--- config.mk ---
export PLATFORM = sky130hd
export DESIGN_NAME = audio_i2s_stream_tx_flat
export DESIGN_NICKNAME = d
export VERILOG_FILES = /design/src/rtl/audio_i2s_stream_tx_if.sv /design/src/rtl/audio_i2s_stream_tx.sv /design/src/flat_wrapper.sv
export SDC_FILE = /design/constraint.sdc
export NUM_CORES = 1
export LEC_CHECK = 0
export ABC_AREA = 1
export CAP_MARGIN = 25
export CELL_PAD_IN_SITES_DETAIL_PLACEMENT = 0
export CELL_PAD_IN_SITES_GLOBAL_PLACEMENT = 2
export CORE_MARGIN = 3
export CORE_UTILIZATION = 40
export CTS_CLUSTER_SIZE = 10
export DETAILED_ROUTE_END_ITERATION = 7
export PLACE_DENSITY_LB_ADDON = 0.1
export SETUP_SLACK_MARGIN = 0.15
export SLEW_MARGIN = 30
export SYNTH_ARGS = -nofsm -noshare
export SYNTH_HDL_FRONTEND = slang
export SYNTH_SLANG_ARGS = --single-unit
export TNS_END_PERCENT = 10
--- constraint.sdc ---
create_clock -name clk -period 4.05 [get_ports clk]
set_input_delay 0.81 -clock clk [delete_from_list [all_inputs] [get_ports clk]]
set_output_delay 0.81 -clock clk [all_outputs]
set_load 0.05 [all_outputs]
--- src/rtl/audio_i2s_stream_tx_if.sv ---
// Sample stream from the upstream producer into the I2S transmitter.
// The producer holds valid; the transmitter returns ready.
interface audio_i2s_stream_tx_if #(
  parameter int unsigned SAMPLE_BITS = 24
);
  logic [SAMPLE_BITS-1:0] audio_data;
  logic                   audio_id;
  logic                   audio_valid;
  logic                   audio_ready;

  modport master (output audio_data, audio_id, audio_valid, input audio_ready);
  modport slave  (input audio_data, audio_id, audio_valid, output audio_ready);
endinterface

--- src/rtl/audio_i2s_stream_tx.sv ---
// Buffers {id, sample} pairs in a small FIFO and serialises them as I2S
// (BCLK, LRCK, SDATA), all in the audio clock domain.
module audio_i2s_stream_tx #(
  parameter int unsigned SAMPLE_BITS     = 24,
  parameter int unsigned SLOT_BITS       = 32,
  parameter int unsigned BCLK_DIV        = 8,
  parameter int unsigned FIFO_DEPTH_BITS = 4
) (
  input  logic                        clk,
  input  logic                        reset,
  audio_i2s_stream_tx_if.slave        audio,
  output logic                        i2s_bclk,
  output logic                        i2s_lrck,
  output logic                        i2s_sdata,
  output logic [15:0]                 underrun_count
);

  localparam int unsigned DEPTH = 2 ** FIFO_DEPTH_BITS;
  localparam int unsigned DIV_W = (BCLK_DIV > 2) ? $clog2(BCLK_DIV) : 1;
  localparam int unsigned BIT_W = $clog2(2 * SLOT_BITS);
  localparam int unsigned OCC_W = FIFO_DEPTH_BITS + 1;

  logic [DIV_W-1:0]           div_cnt;
  logic [BIT_W-1:0]           bit_cnt;
  logic [BIT_W-1:0]           bit_cnt_next;
  logic                       fe;
  logic                       load;
  logic                       load_right;

  logic [SAMPLE_BITS:0]       mem [DEPTH];
  logic [FIFO_DEPTH_BITS-1:0] rd_ptr;
  logic [FIFO_DEPTH_BITS-1:0] wr_ptr;
  logic [OCC_W-1:0]           occ;
  logic [OCC_W-1:0]           occ_next;
  logic                       push;
  logic                       pop;
  logic                       empty;
  logic                       head_id;
  logic [SAMPLE_BITS-1:0]     head_data;
  logic [SAMPLE_BITS-1:0]     shreg;

  assign fe           = (div_cnt == DIV_W'(BCLK_DIV - 1));
  assign bit_cnt_next = (bit_cnt == BIT_W'(2 * SLOT_BITS - 1)) ? '0 : bit_cnt + BIT_W'(1);
  // Slot data starts one BCLK after the LRCK transition (I2S delay bit).
  assign load         = fe && ((bit_cnt_next == BIT_W'(1)) ||
                               (bit_cnt_next == BIT_W'(SLOT_BITS + 1)));
  assign load_right   = (bit_cnt_next >= BIT_W'(SLOT_BITS));

  assign empty                 = (occ == '0);
  assign {head_id, head_data}  = mem[rd_ptr];
  assign push                  = audio.audio_valid && audio.audio_ready;
  assign pop                   = load && !empty;
  assign occ_next              = occ + OCC_W'(push) - OCC_W'(pop);

  assign i2s_sdata = shreg[SAMPLE_BITS-1];

  always_ff @(posedge clk) begin
    if (reset) begin
      div_cnt  <= '0;
      bit_cnt  <= '0;
      i2s_bclk <= 1'b0;
      i2s_lrck <= 1'b0;
    end else begin
      div_cnt  <= fe ? '0 : div_cnt + DIV_W'(1);
      i2s_bclk <= (div_cnt >= DIV_W'(BCLK_DIV / 2));
      if (fe) begin
        bit_cnt  <= bit_cnt_next;
        i2s_lrck <= (bit_cnt_next >= BIT_W'(SLOT_BITS));
      end
    end
  end

  always_ff @(posedge clk) begin
    if (push) mem[wr_ptr] <= {audio.audio_id, audio.audio_data};
  end

  always_ff @(posedge clk) begin
    if (reset) begin
      rd_ptr            <= '0;
      wr_ptr            <= '0;
      occ               <= '0;
      audio.audio_ready <= 1'b0;
    end else begin
      if (push) wr_ptr <= wr_ptr + FIFO_DEPTH_BITS'(1);
      if (pop)  rd_ptr <= rd_ptr + FIFO_DEPTH_BITS'(1);
      occ               <= occ_next;
      audio.audio_ready <= (occ_next < OCC_W'(DEPTH));
    end
  end

  // A head entry for the wrong channel is still popped so order resyncs;
  // its slot goes out as silence without counting an underrun.
  always_ff @(posedge clk) begin
    if (reset) begin
      shreg          <= '0;
      underrun_count <= '0;
    end else if (load) begin
      shreg <= (!empty && (head_id == load_right)) ? head_data : '0;
      if (empty && (underrun_count != '1)) underrun_count <= underrun_count + 16'd1;
    end else if (fe) begin
      shreg <= shreg << 1;
    end
  end

endmodule
--- src/flat_wrapper.sv ---
// flat-port wrapper written by rule: the top's interface ports become plain ports
module audio_i2s_stream_tx_flat 
#(
  parameter int unsigned SAMPLE_BITS     = 24,
  parameter int unsigned SLOT_BITS       = 32,
  parameter int unsigned BCLK_DIV        = 8,
  parameter int unsigned FIFO_DEPTH_BITS = 4
)
  (clk, reset, i2s_bclk, i2s_lrck, i2s_sdata, underrun_count, audio_audio_data, audio_audio_id, audio_audio_valid, audio_audio_ready);
  audio_i2s_stream_tx_if #(.SAMPLE_BITS(SAMPLE_BITS)) audio_i ();
  input  logic clk;
  input  logic reset;
  output logic i2s_bclk;
  output logic i2s_lrck;
  output logic i2s_sdata;
  output logic [15:0] underrun_count;
  input wire logic [$bits(audio_i.audio_data)-1:0] audio_audio_data;
  input wire logic [$bits(audio_i.audio_id)-1:0] audio_audio_id;
  input wire logic [$bits(audio_i.audio_valid)-1:0] audio_audio_valid;
  output wire logic [$bits(audio_i.audio_ready)-1:0] audio_audio_ready;
  assign audio_i.audio_data = audio_audio_data;
  assign audio_i.audio_id = audio_audio_id;
  assign audio_i.audio_valid = audio_audio_valid;
  assign audio_audio_ready = audio_i.audio_ready;
  audio_i2s_stream_tx #(.SAMPLE_BITS(SAMPLE_BITS), .SLOT_BITS(SLOT_BITS), .BCLK_DIV(BCLK_DIV), .FIFO_DEPTH_BITS(FIFO_DEPTH_BITS)) u_core (.clk(clk), .reset(reset), .audio(audio_i), .i2s_bclk(i2s_bclk), .i2s_lrck(i2s_lrck), .i2s_sdata(i2s_sdata), .underrun_count(underrun_count));
endmodule
==> results.md <==
* First DRT Iteration DRCs at 1143
* Power consumption at between 0.01 and 0.015 W
* Startpoint types: flop
* Switching Fraction at 22.0%
* # Post-CTS Setup Buffers at 0
* Outcome: finished clean
* Vias at between 10000 and 15000
* Ant diodes at 0
* CP required at 4.58 ns
* FP Rows at between 70 and 80
* Leakage at 7.62 nW
* First-pass GRT wire length at about 77000 um
* CP max FO at 28
* Max Slew Vio Count at 0
* #FFs+latches synth at ~470
* M1 GR Usage at ~30%
* Clock Tree Buf Depth at 3
* Int Pwr at around 0.0080 W
* Power share of the combinational group at 5.7%
* Flop pwr share at around 53%
* Vias in the first global route at between 10000 and 15000
* Psw at ~0.0023 W
* Final hold slack at 0.436 ns
* CTS tree: yes
* Core ar. at 0.0471 sq mm
* Die X at roughly 230 um
* Starting Density at between 40% and 50%
* Drt pass-1 iters at 5
* Met2 Use GR at between 30% and 40%
* Grt peak-use layer: met2
* Synthesis warning total at 0
* Slowest cell on crit path: fa_1
* Slew HR at 36.3%
* Power per cell area at ~470 mW/mm^2
* Fin crit period at between 3 and 4 ns
* H-tree Lvls at 2
* Total of max-cap violations at 0
* CP arrival at 3.66 ns
* CP Cell Sequence: ha_1, nand4_1, nand2_1, nand3_2, nor2_8, nand2_4, clkinv_8, ha_1, inv_1, ha_1, inv_1, fa_1, nor2_1, nor2_1, o21bai_1, xor2_1, inv_1, nor2_1
* Nets at around 1800
* Layout area overhead at 13.9%
* Die Height at around 230 um
* Worst-Skew Late Latency at 0.59 ns
* Placer Congestion at about 0.76
* Slew @ Worst Pin at approximately 0.95 ns
* Crit end category: flop
* Layout cell share with drive strength beyond 1 at ~8.2%
* Syn Std Cell Area at about 0.019 sq mm
* Vias per inst at ~5.3
* Worst-path clk slew at roughly 0.06 ns
* Final Setup Violations at 0
* Syn Area/Cell at between 10 and 15 sq um
* Clk pwr share at about two fifths
* Post-CTS Resized at 0
* I/O Buffers at between 40 and 50
* CTS hold repair buffers at 0
* Initial antenna violation count at 2
* Clk_skew at around 0.018 ns
* Final ANT Viol Nets at 0
* Largest net degree at the start of global routing at 118
* GRT overflow at 0
* Cells after Synth at 1702
* Kind of critical path: reg2reg
* Peak VDD IR at between 0.3 and 0.4 mV
* Routed len/inst at approximately 22 um
* RSZ-0062 raised after global routing: no
* Critical Path Max Stage Delay at approximately 0.42 ns
* Fin Setup TNS at 0 ns
* Clock sink count at approximately 470
* Grt met3 use at ~2.6%
* DRC violations left at 0
* Net Count, Synth at around 1700
* Sequential-to-total area share from yosys stat at approximately 69%
* Die ar. at approximately 0.051 sq mm
* F_max at 0.319 GHz
* Clock root cell: clkbuf_16
* HPWL Detailed at 28900 um
* Worst Hold Class: reg2reg
* Total track usage at 20.3%
* Yosys cell types at 37
* CTS buffer count at between 50 and 60
* Hold Violations, Final at 0
* Post-Route WL at a little over 50000 um
* # IOs at 48
* Tcrit/Tclk final at roughly 77%
-- final timing paths --
kind | slack, ns | to | start | depth (start not counted)
setup / recovery | 0.92 | u_core.audio.audio_ready$_SDFF_PP0_ | u_core.bit_cnt[1]$_SDFFE_PP0P_ | 18
hold / removal | 0.44 | u_core.i2s_bclk$_SDFF_PP0_ | u_core.div_cnt[2]$_SDFF_PP0_ | 2
setup reg to reg | 0.92 | u_core.audio.audio_ready$_SDFF_PP0_ | u_core.bit_cnt[1]$_SDFFE_PP0P_ | 18
hold reg to reg | 0.44 | u_core.i2s_bclk$_SDFF_PP0_ | u_core.div_cnt[2]$_SDFF_PP0_ | 2
-- per-stage QoR --
stage	area (sq um)	cells	setup WS (ns)	utilization (%)
2_1_floorplan	19300	1702	1.13	-
3_3_place_gp	20500	2288	0.942	43.5
3_5_place_dp	20500	2288	0.912	43.5
4_1_cts	22000	2365	0.878	46.7
5_1_grt	22000	2365	0.555	46.7
6_report	22000	2365	0.918	46.7
-- power by group through the flow --
stage | combinational [W] | clock [W] | sequential, W
finish | 0.000586 | 0.00426 | 0.00537
global route | 0.000651 | 0.00456 | 0.00537
CTS | 0.000595 | 0.00437 | 0.00537
detailed placement | 0.000592 | 0 | 0.00547
global placement | 0.000595 | 0 | 0.00547
floorplan | 0.000299 | 0 | 0.00548
-- sequential cells by signal (all words and copies together), names as in the netlist, named ones only --
register,count
u_core.bit_cnt,6
u_core.shreg,24
u_core.occ,5
u_core.wr_ptr,4
u_core.underrun_count,16
u_core.mem,400
u_core.div_cnt,3
u_core.i2s_bclk,1
u_core.audio.audio_ready,1
u_core.rd_ptr,4
-- routing by layer --
| metal | wire length (um) | part of all wire (%) |
|---|---|---|
| met1 | 24800 | 49 |
| met2 | 22700 | 45 |
| met3 | 2320 | 4.6 |
| met4 | 1170 | 2.3 |
| met5 | 0 | 0 |
-- layout make-up --
class	count	area, sq um
Clock buffer	73	1450
Clock inverter	4	21.3
Fill cell	4381	25100
Inverter	44	186
Multi-Input combinational cell	1092	5330
Sequential cell	468	13400
Tap cell	607	759
Timing Repair Buffer	77	833
-- cell usage after synthesis --
master    instances  area (sq um)
nand2_1         469          1760
edfxtp_1        400         12000
nand3_1         348          1740
dfxtp_1          68          1360
nor2_1           64           240
o21ai_0          57           285
buf_2            55           275
a21oi_1          38           190
inv_1            37           139
clkbuf_1         25          93.8
o21a_1           22           165
ha_1             17           213
xor2_1           14           123
a21oi_2          12           105
o21ai_1          11          55.1
buf_4             9          67.6
nand3_2           8          80.1
nand2_2           5          31.3
nor3_1            5          25.0
buf_6             4          45.0
inv_2             4          15.0
nand4_1           4          25.0
xnor2_1           4          35.0
buf_1             3          11.3
o211ai_1          3          22.5
buf_8             2          30.0
nand2_4           2          22.5
nor2_2            2          12.5
o22ai_1           2          12.5
a31oi_1           1          6.26
clkinv_1          1          3.75
clkinv_8          1          16.3
fa_1              1          20.0
inv_4             1          6.26
nor2_8            1          20.0
nor3_2            1          10.0
o21bai_1          1          7.51
-- kinds of logic after synthesis --
kind of cell	Yosys count	share of synthesized area, %
compound gates	147	4.41
flops	468	69.3
buf+inv	142	3.65
simple gates	909	20.6
xor+xnor	18	0.817
fa+ha+maj	18	1.21
-- critical path, delay by kind of cell (launching register included) --
family          cells  cell delay [ns]
buf+inv             4             0.33
xor+xnor            1             0.21
simple gates        8             0.94
flops               1             0.38
compound gates      1             0.14
fa+ha+maj           4             1.07
-- cells in the final DEF (no fill, tap or decap), types with 3 or more instances in the layout --
| master | netlist | routed |
|---|---|---|
| clkbuf_1 | 25 | 17 |
| dfxtp_1 | 68 | 65 |
| xor2_1 | 14 | 14 |
| nor2_4 | 0 | 16 |
| o21a_1 | 22 | 22 |
| o211ai_1 | 3 | 3 |
| nand3_1 | 348 | 348 |
| ha_1 | 17 | 17 |
| nand3_2 | 8 | 8 |
| edfxtp_1 | 400 | 400 |
| inv_2 | 4 | 3 |
| inv_1 | 37 | 36 |
| a21oi_1 | 38 | 38 |
| nand2_1 | 469 | 469 |
| o21ai_1 | 11 | 11 |
| nand4_1 | 4 | 4 |
| clkinv_1 | 1 | 3 |
| o21ai_0 | 57 | 57 |
| clkbuf_16 | 0 | 55 |
| buf_4 | 9 | 19 |
| nand2_2 | 5 | 5 |
| a21oi_2 | 12 | 12 |
| xnor2_1 | 4 | 4 |
| nor2_1 | 64 | 48 |
| clkdlybuf4s50_1 | 0 | 47 |
| buf_12 | 0 | 11 |
| nor3_1 | 5 | 5 |
(Power assumes the default switching activity.)
